### config.mk
export PLATFORM = sky130hd
export DESIGN_NAME = uart_rx_fsm
export DESIGN_NICKNAME = d
export VERILOG_FILES = /design/src/rtl/uart_rx_pkg.sv /design/src/rtl/uart_rx_slot_decode.sv /design/src/rtl/uart_rx_fsm.sv
export SDC_FILE = /design/constraint.sdc
export NUM_CORES = 1
export LEC_CHECK = 0
export CAP_MARGIN = 20
export CORE_MARGIN = 4
export CORE_UTILIZATION = 35
export CTS_CLUSTER_DIAMETER = 40
export DETAILED_ROUTE_END_ITERATION = 8
export HOLD_SLACK_MARGIN = 0.08
export PLACE_DENSITY = 0.72
export SYNTH_ARGS = -nofsm -noshare
export SYNTH_HDL_FRONTEND = slang
export SYNTH_SLANG_ARGS = --single-unit
export TNS_END_PERCENT = 30
### constraint.sdc
create_clock -name clk -period 4.8 [get_ports clk]
set_input_delay 0.72 -clock clk [delete_from_list [all_inputs] [get_ports clk]]
set_output_delay 0.72 -clock clk [all_outputs]
set_load 0.02 [all_outputs]
### src/rtl/uart_rx_pkg.sv
// Shared definitions for the UART receive sequencer: state encoding,
// legal oversampling ratios and the default frame data width.
package uart_rx_pkg;

  typedef enum logic [2:0] {
    IDLE   = 3'd0,
    START  = 3'd1,
    DATA   = 3'd2,
    PARITY = 3'd3,
    STOP   = 3'd4,
    DONE   = 3'd5
  } rx_state_t;

  localparam int unsigned PRESC_8  = 8;
  localparam int unsigned PRESC_16 = 16;
  localparam int unsigned PRESC_32 = 32;

  localparam int DEF_DATA_WIDTH = 8;

  function automatic logic is_legal_prescale(input int unsigned presc);
    return (presc == PRESC_8) || (presc == PRESC_16) || (presc == PRESC_32);
  endfunction

endpackage

### src/rtl/uart_rx_slot_decode.sv
// Bit-slot timing compares against the edge counter: sample window around
// mid-bit, check point, bit end and the early stop-bit exit.
module uart_rx_slot_decode #(
  parameter int PRESC_W = 6
) (
  input  logic [PRESC_W-1:0] presc,
  input  logic [PRESC_W-1:0] edge_cnt,
  output logic               samp_win,
  output logic               chk_pt,
  output logic               bit_end,
  output logic               stop_exit
);

  logic [PRESC_W-1:0] mid;

  // All offsets stay at PRESC_W bits; mid+3 is at most 19 for the largest ratio.
  assign mid       = presc >> 1;
  assign samp_win  = (edge_cnt == mid - PRESC_W'(1)) ||
                     (edge_cnt == mid) ||
                     (edge_cnt == mid + PRESC_W'(1));
  assign chk_pt    = (edge_cnt == mid + PRESC_W'(2));
  assign bit_end   = (edge_cnt == presc);
  assign stop_exit = (edge_cnt == mid + PRESC_W'(3));

endmodule

### src/rtl/uart_rx_fsm.sv
// UART receive sequencer: walks start/data/parity/stop slots, strobes the
// sampler, deserialiser and checkers, and qualifies each received byte.
module uart_rx_fsm
  import uart_rx_pkg::*;
#(
  parameter int DATA_WIDTH = DEF_DATA_WIDTH,
  parameter int PRESC_W    = 6,
  parameter int BIT_CNT_W  = 4
) (
  input  logic                 clk,
  input  logic                 rst,
  input  logic                 rx_in,
  input  logic [PRESC_W-1:0]   Prescale,
  input  logic                 par_en,
  input  logic [PRESC_W-1:0]   edge_cnt,
  input  logic [BIT_CNT_W-1:0] bit_cnt,
  input  logic                 strt_glitch,
  input  logic                 par_err,
  input  logic                 stp_err,
  output logic                 cnt_en,
  output logic                 samp_en,
  output logic                 deser_en,
  output logic                 strt_chk_en,
  output logic                 par_chk_en,
  output logic                 stp_chk_en,
  output logic                 data_valid,
  output logic                 frame_err,
  output logic                 parity_err
);

  rx_state_t          state;
  logic [PRESC_W-1:0] presc_q;
  logic               par_en_q;
  logic               par_flag;
  logic               stp_flag;

  logic samp_win;
  logic chk_pt;
  logic bit_end;
  logic stop_exit;
  logic last_data;
  logic in_frame;

  // Timing uses the ratio captured at frame start, so mid-frame changes are ignored.
  uart_rx_slot_decode #(
    .PRESC_W (PRESC_W)
  ) u_slot_decode (
    .presc     (presc_q),
    .edge_cnt  (edge_cnt),
    .samp_win  (samp_win),
    .chk_pt    (chk_pt),
    .bit_end   (bit_end),
    .stop_exit (stop_exit)
  );

  assign last_data = bit_end && (bit_cnt == BIT_CNT_W'(DATA_WIDTH));

  // NOTE: sequential state uses non-blocking assignments so every register
  // samples pre-edge values regardless of statement order.
  always_ff @(posedge clk) begin
    if (rst) begin
      state    <= IDLE;
      presc_q  <= '0;
      par_en_q <= 1'b0;
      par_flag <= 1'b0;
      stp_flag <= 1'b0;
    end else begin
      case (state)
        IDLE: begin
          if (!rx_in && is_legal_prescale(32'(Prescale))) begin
            state    <= START;
            presc_q  <= Prescale;
            par_en_q <= par_en;
          end
        end
        START: begin
          if (bit_end) state <= strt_glitch ? IDLE : DATA;
        end
        DATA: begin
          if (last_data) state <= par_en_q ? PARITY : STOP;
        end
        PARITY: begin
          if (bit_end) begin
            par_flag <= par_err;
            state    <= STOP;
          end
        end
        STOP: begin
          // Leaving half a bit early lets a back-to-back start edge be caught.
          if (stop_exit) begin
            stp_flag <= stp_err;
            state    <= DONE;
          end
        end
        DONE: begin
          par_flag <= 1'b0;
          stp_flag <= 1'b0;
          state    <= rx_in ? IDLE : START;
        end
        default: state <= IDLE;
      endcase
    end
  end

  assign in_frame = (state == START) || (state == DATA) ||
                    (state == PARITY) || (state == STOP);

  // NOTE: every output gets a default before the case, otherwise the
  // uncovered states would infer latches.
  always_comb begin
    cnt_en      = 1'b0;
    samp_en     = 1'b0;
    deser_en    = 1'b0;
    strt_chk_en = 1'b0;
    par_chk_en  = 1'b0;
    stp_chk_en  = 1'b0;
    data_valid  = 1'b0;
    frame_err   = 1'b0;
    parity_err  = 1'b0;

    cnt_en  = in_frame;
    samp_en = in_frame && samp_win;

    case (state)
      START:  strt_chk_en = chk_pt;
      DATA:   deser_en    = chk_pt;
      PARITY: par_chk_en  = chk_pt;
      STOP:   stp_chk_en  = chk_pt;
      DONE: begin
        frame_err  = stp_flag;
        parity_err = !stp_flag && par_flag;
        data_valid = !stp_flag && !par_flag;
      end
      default: ;
    endcase
  end

endmodule

=== Yosys cells after proc, flatten, opt, wreduce, memory -nomap -nowiden ===
Cells that the tools add are included.
Widths: inputs -> output; s select.

* Add/sub/neg operators: 4
* Order comparisons: 0
* Reduce and logical (&&, ||, !) cells: 22
* Multipliers: 0
* Mux-type cells: 20
* Bitwise logic cells: 0
* Div/mod/pow operators: 0
* Shift operators: 0
* Equal/unequal tests: 20

{| class="wikitable"
|+ Operator list
! cell !! number
|-
| $eq 6x6->1 || 5
|-
| $mux 3 || 6
|-
| $pmux 3 s6 || 1
|-
| $add 5x2->6 const B || 2
|-
| $mux 1 || 10
|-
| $ne 2x2->1 const B || 5
|-
| $logic_or 1x1->1 || 7
|-
| $add 5x1->6 const B || 1
|-
| $eq 3x2->1 const B || 2
|-
| $eq 3x3->1 const B || 2
|-
| $eq 6x4->1 const B || 1
|-
| $eq 6x5->1 || 1
|-
| $eq 6x5->1 const B || 1
|-
| $eq 6x6->1 const B || 1
|-
| $reduce_and 2->1 || 3
|-
| $sub 5x1->6 const B || 1
|-
| $logic_and 1x1->1 || 5
|-
| $reduce_and 5->1 || 1
|-
| $eq 4x4->1 const B || 1
|-
| $pmux 1 s2 || 2
|-
| $reduce_bool 2->1 || 2
|-
| $eq 3x1->1 const B || 1
|-
| $logic_not 1->1 || 3
|-
| $logic_not 3->1 || 1
|-
| $mux 2 || 1
|}

* Word-level logic and storage cells: 71
* Bits of input ports: 23
* Register bits: 12
* Bits in latches: 0
* Bits in read-only memories: 0
* Memories kept: 0
* Memory bits (writable): 0

=== Logic depth before layout (Yosys ltp) ===
* Depth after elaboration: 6
* Mapped depth: 8

=== Hierarchy ===
From an unflattened synthesis, not the netlist that was laid out.

* Cell total of the unflattened synthesis: 166
* Area total of the unflattened synthesis: 1,342.5 um^2

{| class="wikitable"
|+ Modules (own cells, without submodules)
! module !! cells an instance !! times used !! seq. area each (um^2) !! area each (um^2)
|-
| uart_rx_fsm || 77 || 1 || 240.2 || 680.7
|-
| uart_rx_slot_decode || 89 || 1 || 0.0 || 661.9
|}

=== Worst setup path before layout ===
No wires, ideal clock.

* Path type: flip-flop to output port
* Start: reg presc_q[3]
* End: out deser_en
* Arrival: 2,106 ps
* Cell stages (with the launch flop): 8
* Data required time: 4,080 ps
* Path buffers: 1
* Slack: 1,974 ps
* Path through: dfxtp_1 clkbuf_1 inv_1 ha_1 xor2_1 nor3_1 nand3_1 nor4_1

* Longest elaborated chain between the ends: 3

{| class="wikitable"
|+ Ends and longest elaborated chain
! element !! RTL line !! source
|-
| start, declared || uart_rx_fsm.sv:32 || <nowiki>logic [PRESC_W-1:0] presc_q;</nowiki>
|-
| start signal, assigned || uart_rx_fsm.sv:72 || <nowiki>presc_q <= Prescale;</nowiki>
|-
| $add 5x2->6 || uart_rx_slot_decode.sv:21 || <nowiki>assign chk_pt = (edge_cnt == mid + PRESC_W'(2));</nowiki>
|-
| $eq 6x6->1 || uart_rx_slot_decode.sv:21 ||
|-
| $mux 1 || uart_rx_fsm.sv:124 || <nowiki>case (state)</nowiki>
|-
| end, declared || uart_rx_fsm.sv:22 || <nowiki>output logic deser_en,</nowiki>
|}

No other way between the ends.

=== Final worst setup path ===
* Start: in edge_cnt[2]
* End: out samp_en

* Longest elaborated chain between the ends: 4

{| class="wikitable"
|+ Ends and longest elaborated chain
! element !! RTL line !! source
|-
| start, declared || uart_rx_fsm.sv:15 || <nowiki>input logic [PRESC_W-1:0] edge_cnt,</nowiki>
|-
| $eq 6x6->1 / $eq 6x5->1 (equally long branches) || uart_rx_slot_decode.sv:18, uart_rx_slot_decode.sv:19 ||
|-
| $logic_or 1x1->1 || uart_rx_slot_decode.sv:18 || <nowiki>assign samp_win = (edge_cnt == mid - PRESC_W'(1)) ||</nowiki>
|-
| $logic_or 1x1->1 (*) || uart_rx_slot_decode.sv:19 || <nowiki>(edge_cnt == mid) ||</nowiki>
|-
| $logic_and 1x1->1 (*) || uart_rx_fsm.sv:122 || <nowiki>samp_en = in_frame && samp_win;</nowiki>
|-
| end, declared || uart_rx_fsm.sv:21 || <nowiki>output logic samp_en,</nowiki>
|}

Mark *: on every way between the ends. The rest lies on a longest branch, timed or not.

==> results.md <==
* Status: finished, final reports clean
* Worst-path maximum fanout at 13
* Die Wd at around 67 um
* Max-cap check violation count at 0
* Post-cts sizing count at 0
* CP endpoint kind: output port
* Drt drc at 0
* Worst Path Buf+Inv at 2
* Clock sink total at 12
* Final Skew at 0.001130 ns
* Final setup margin at 1.132 ns
* Final hold violation count at 0
* IO Count at 32
* # diodes at 0
* Largest net degree at the start of global routing at 16
* Sequential cell area at approximately 240 um^2
* CTS clk-pin slew, worst paths at 0.07 ns
* Pre-antenna DRT Iters at 4
* Fin Setup TNS at 0 ns
* Post-synthesis mux area share at ~4.9%
* Mean Syn Cell Area at around 8 um^2
* Cell family with most CP delay: buffers and inverters
* Largest stage delay on the critical path at 0.65 ns
* Unrepaired setup endpoints after global routing: false
* Tightest Pin Transition at 0.6596 ns
* Share of cells above drive strength 1 at 3.846%
* Die H at 67.16 um
* Starting density of the core at roughly 36%
* CTS buffer count at 3
* Worst path slowest cell: clkdlybuf4s50_1
* Detailed Route Iter0 Violations at 81
* Setup repair bufs after CTS at 0
* Synth Instances at 157
* Netlist cell types at 46
* DR WL/cell at 12.46 um
* Arr. time, crit path at 2.95 ns
* Die area at 4510 um^2
* FF+latch count, synth at 12
* H-Tree Depth at 1
* Finish-stage setup viols at 0
* Final WL at 2.840 mm
* WS Path Type: in -> out
* Number of synthesized flops with an enable pin at 0
* Max Freq at around 270 MHz
* Pins Over Slew Limit at 0
* Tcrit/Tclk final at 76.41%
* Netlist Area Pre-Place at 1225 um^2
* P&R area growth vs syn at 28.50%
* Slew Limit Headroom at 55.73%
* Simple-gate share of the synthesized area at 31.46%
* HP Class: reg -> reg
* CP Cell Sequence: clkdlybuf4s50_1, nand2b_1, o221a_1, o22ai_1, o211ai_1, a31oi_1, clkdlybuf4s50_1
* Max IR drop VDD at 0.1384 mV
* Post-synthesis compound-gate area fraction at 16.65%
* Vias in the first global route at 1041
* Antenna viol nets, final at 0
* Row count at 21
* Synth warn at 0
* IO Port Bufs at 31
* PwrDens at 173.8 nW/um^2
* Post-DP HPWL at roughly 2.2 mm
* Dominant synthesized flop cell: dfxtp_1
* Worst-Skew Late Latency at 0.27 ns
* Worst slack, placed at 1.136 ns
* Area of the multi-input gates at 903.4 um^2
* Data required time of the worst path at roughly 4 ns
* Drt via density at about 5.2
* GR Util All Layers at 12.86%
* Critical path launch point type: primary input
* Placer Congestion at 0.8603
* Clock buffer depth at 2
* Post-synth ARST share at 0%
* Post-CTS Hold Buffers at 0
* Global route overflow at 0
* First-pass GRT wire length at about 4.6 mm
* Most frequent cells in the layout: clkdlybuf4s50_1, xor2_1, dfxtp_1
* Most frequent CP cell: clkdlybuf4s50_1
* Sequential area share after synthesis at 19.61%
* Final #Nets at 211
* Fin crit period at around 3.7 ns
* Largest family of logic cells by synthesized area: simple AND/OR/NAND/NOR gates
* Syn nets at 185
* Initial antenna violation count at 0
* Post-Synth Adder-Cell Area at under 10%
* Xor/xnor cell area share of the yosys netlist at 15.63%
* DR vias at 1176
* Root Buffer: clkbuf_4
* Core box area at 3363 um^2
* Layout fillers at 342
* Commonest non-fill, non-tap cell in the layout: clkdlybuf4s50_1
* R2R setup slack at 2.64 ns
* Leakage power total at approximately 0.58 nW
* CTS tree: done
==> worst paths after layout <==
kind | from | endpoint | cells past startpoint
hold / removal | presc_q[0] | presc_q[0] | 1
setup / recovery | edge_cnt[2] | samp_en | 7
hold reg to reg | presc_q[0] | presc_q[0] | 1
setup reg to reg | presc_q[3] | state[1] | 5
==> power breakdown <==
part | switching [W] | internal [W] | total, W | leakage (nW)
combinational | 0.0000406 | 0.0000444 | 0.0000850 | 0.466
sequential | 0.00000641 | 0.000102 | 0.000109 | 0.0968
clock | 0.0000336 | 0.0000462 | 0.0000798 | 0.0210
==> flip-flops by register name, summed over array words and instances (netlist names) <==
name      flops
presc_q       6
par_flag      1
state         3
par_en_q      1
stp_flag      1
==> cell type report <==
cell class,instances,area share [%]
Timing Repair Buffer,31,19.71
Tap cell,46,3.657
Clock buffer,4,2.305
Multi-Input combinational cell,128,57.39
Sequential cell,12,15.26
Inverter,7,1.669
==> stage by stage <==
stage | power, W | hold slack [ns] | cell area, um^2 | utilization (%) | std cells
floorplan | 0.0001628 | 0.4504 | 1225 | - | 157
global placement | 0.0001958 | 0.4718 | 1538 | 45.72 | 224
detailed placement | 0.0001955 | 0.4831 | 1538 | 45.72 | 224
CTS | 0.0002752 | 0.4967 | 1574 | 46.80 | 228
global route | 0.0002912 | 0.5056 | 1574 | 46.80 | 228
finish | 0.0002735 | 0.4911 | 1574 | 46.80 | 228
==> cells by family (layout without fill, tap and decap cells) <==
kind of cell	count (synthesis)	after routing
muxes	6	6
AOI/OAI and AO/OA	29	29
DFF	12	12
xor gates and xnor gates	21	21
buffers and inverters	17	42
adders and majority gates	5	5
and+or+nand+nor	67	67
==> Yosys cell counts (5+ instances only) <==
master	instances	share of area, %
nand3_1	5	2.0
nor2_1	11	3.4
mux2i_1	6	4.9
nor2b_1	7	3.6
inv_1	7	2.1
ha_1	5	5.1
nor3_1	5	2.0
o21ai_0	5	2.0
xor2_1	15	11
nand2_1	9	2.8
dfxtp_1	12	20
clkbuf_1	5	1.5
xnor2_1	5	3.6
==> metal layers <==
layer  up-vias  wire, um  global-route usage, %
li1        611         -                      -
met2        19      1328                  21.10
met3         5        53                  1.498
met4         0        29                  3.797
met5         -         0                      0
met1       541      1428                  17.62
No activity file was read; power rests on OpenSTA's default activity.
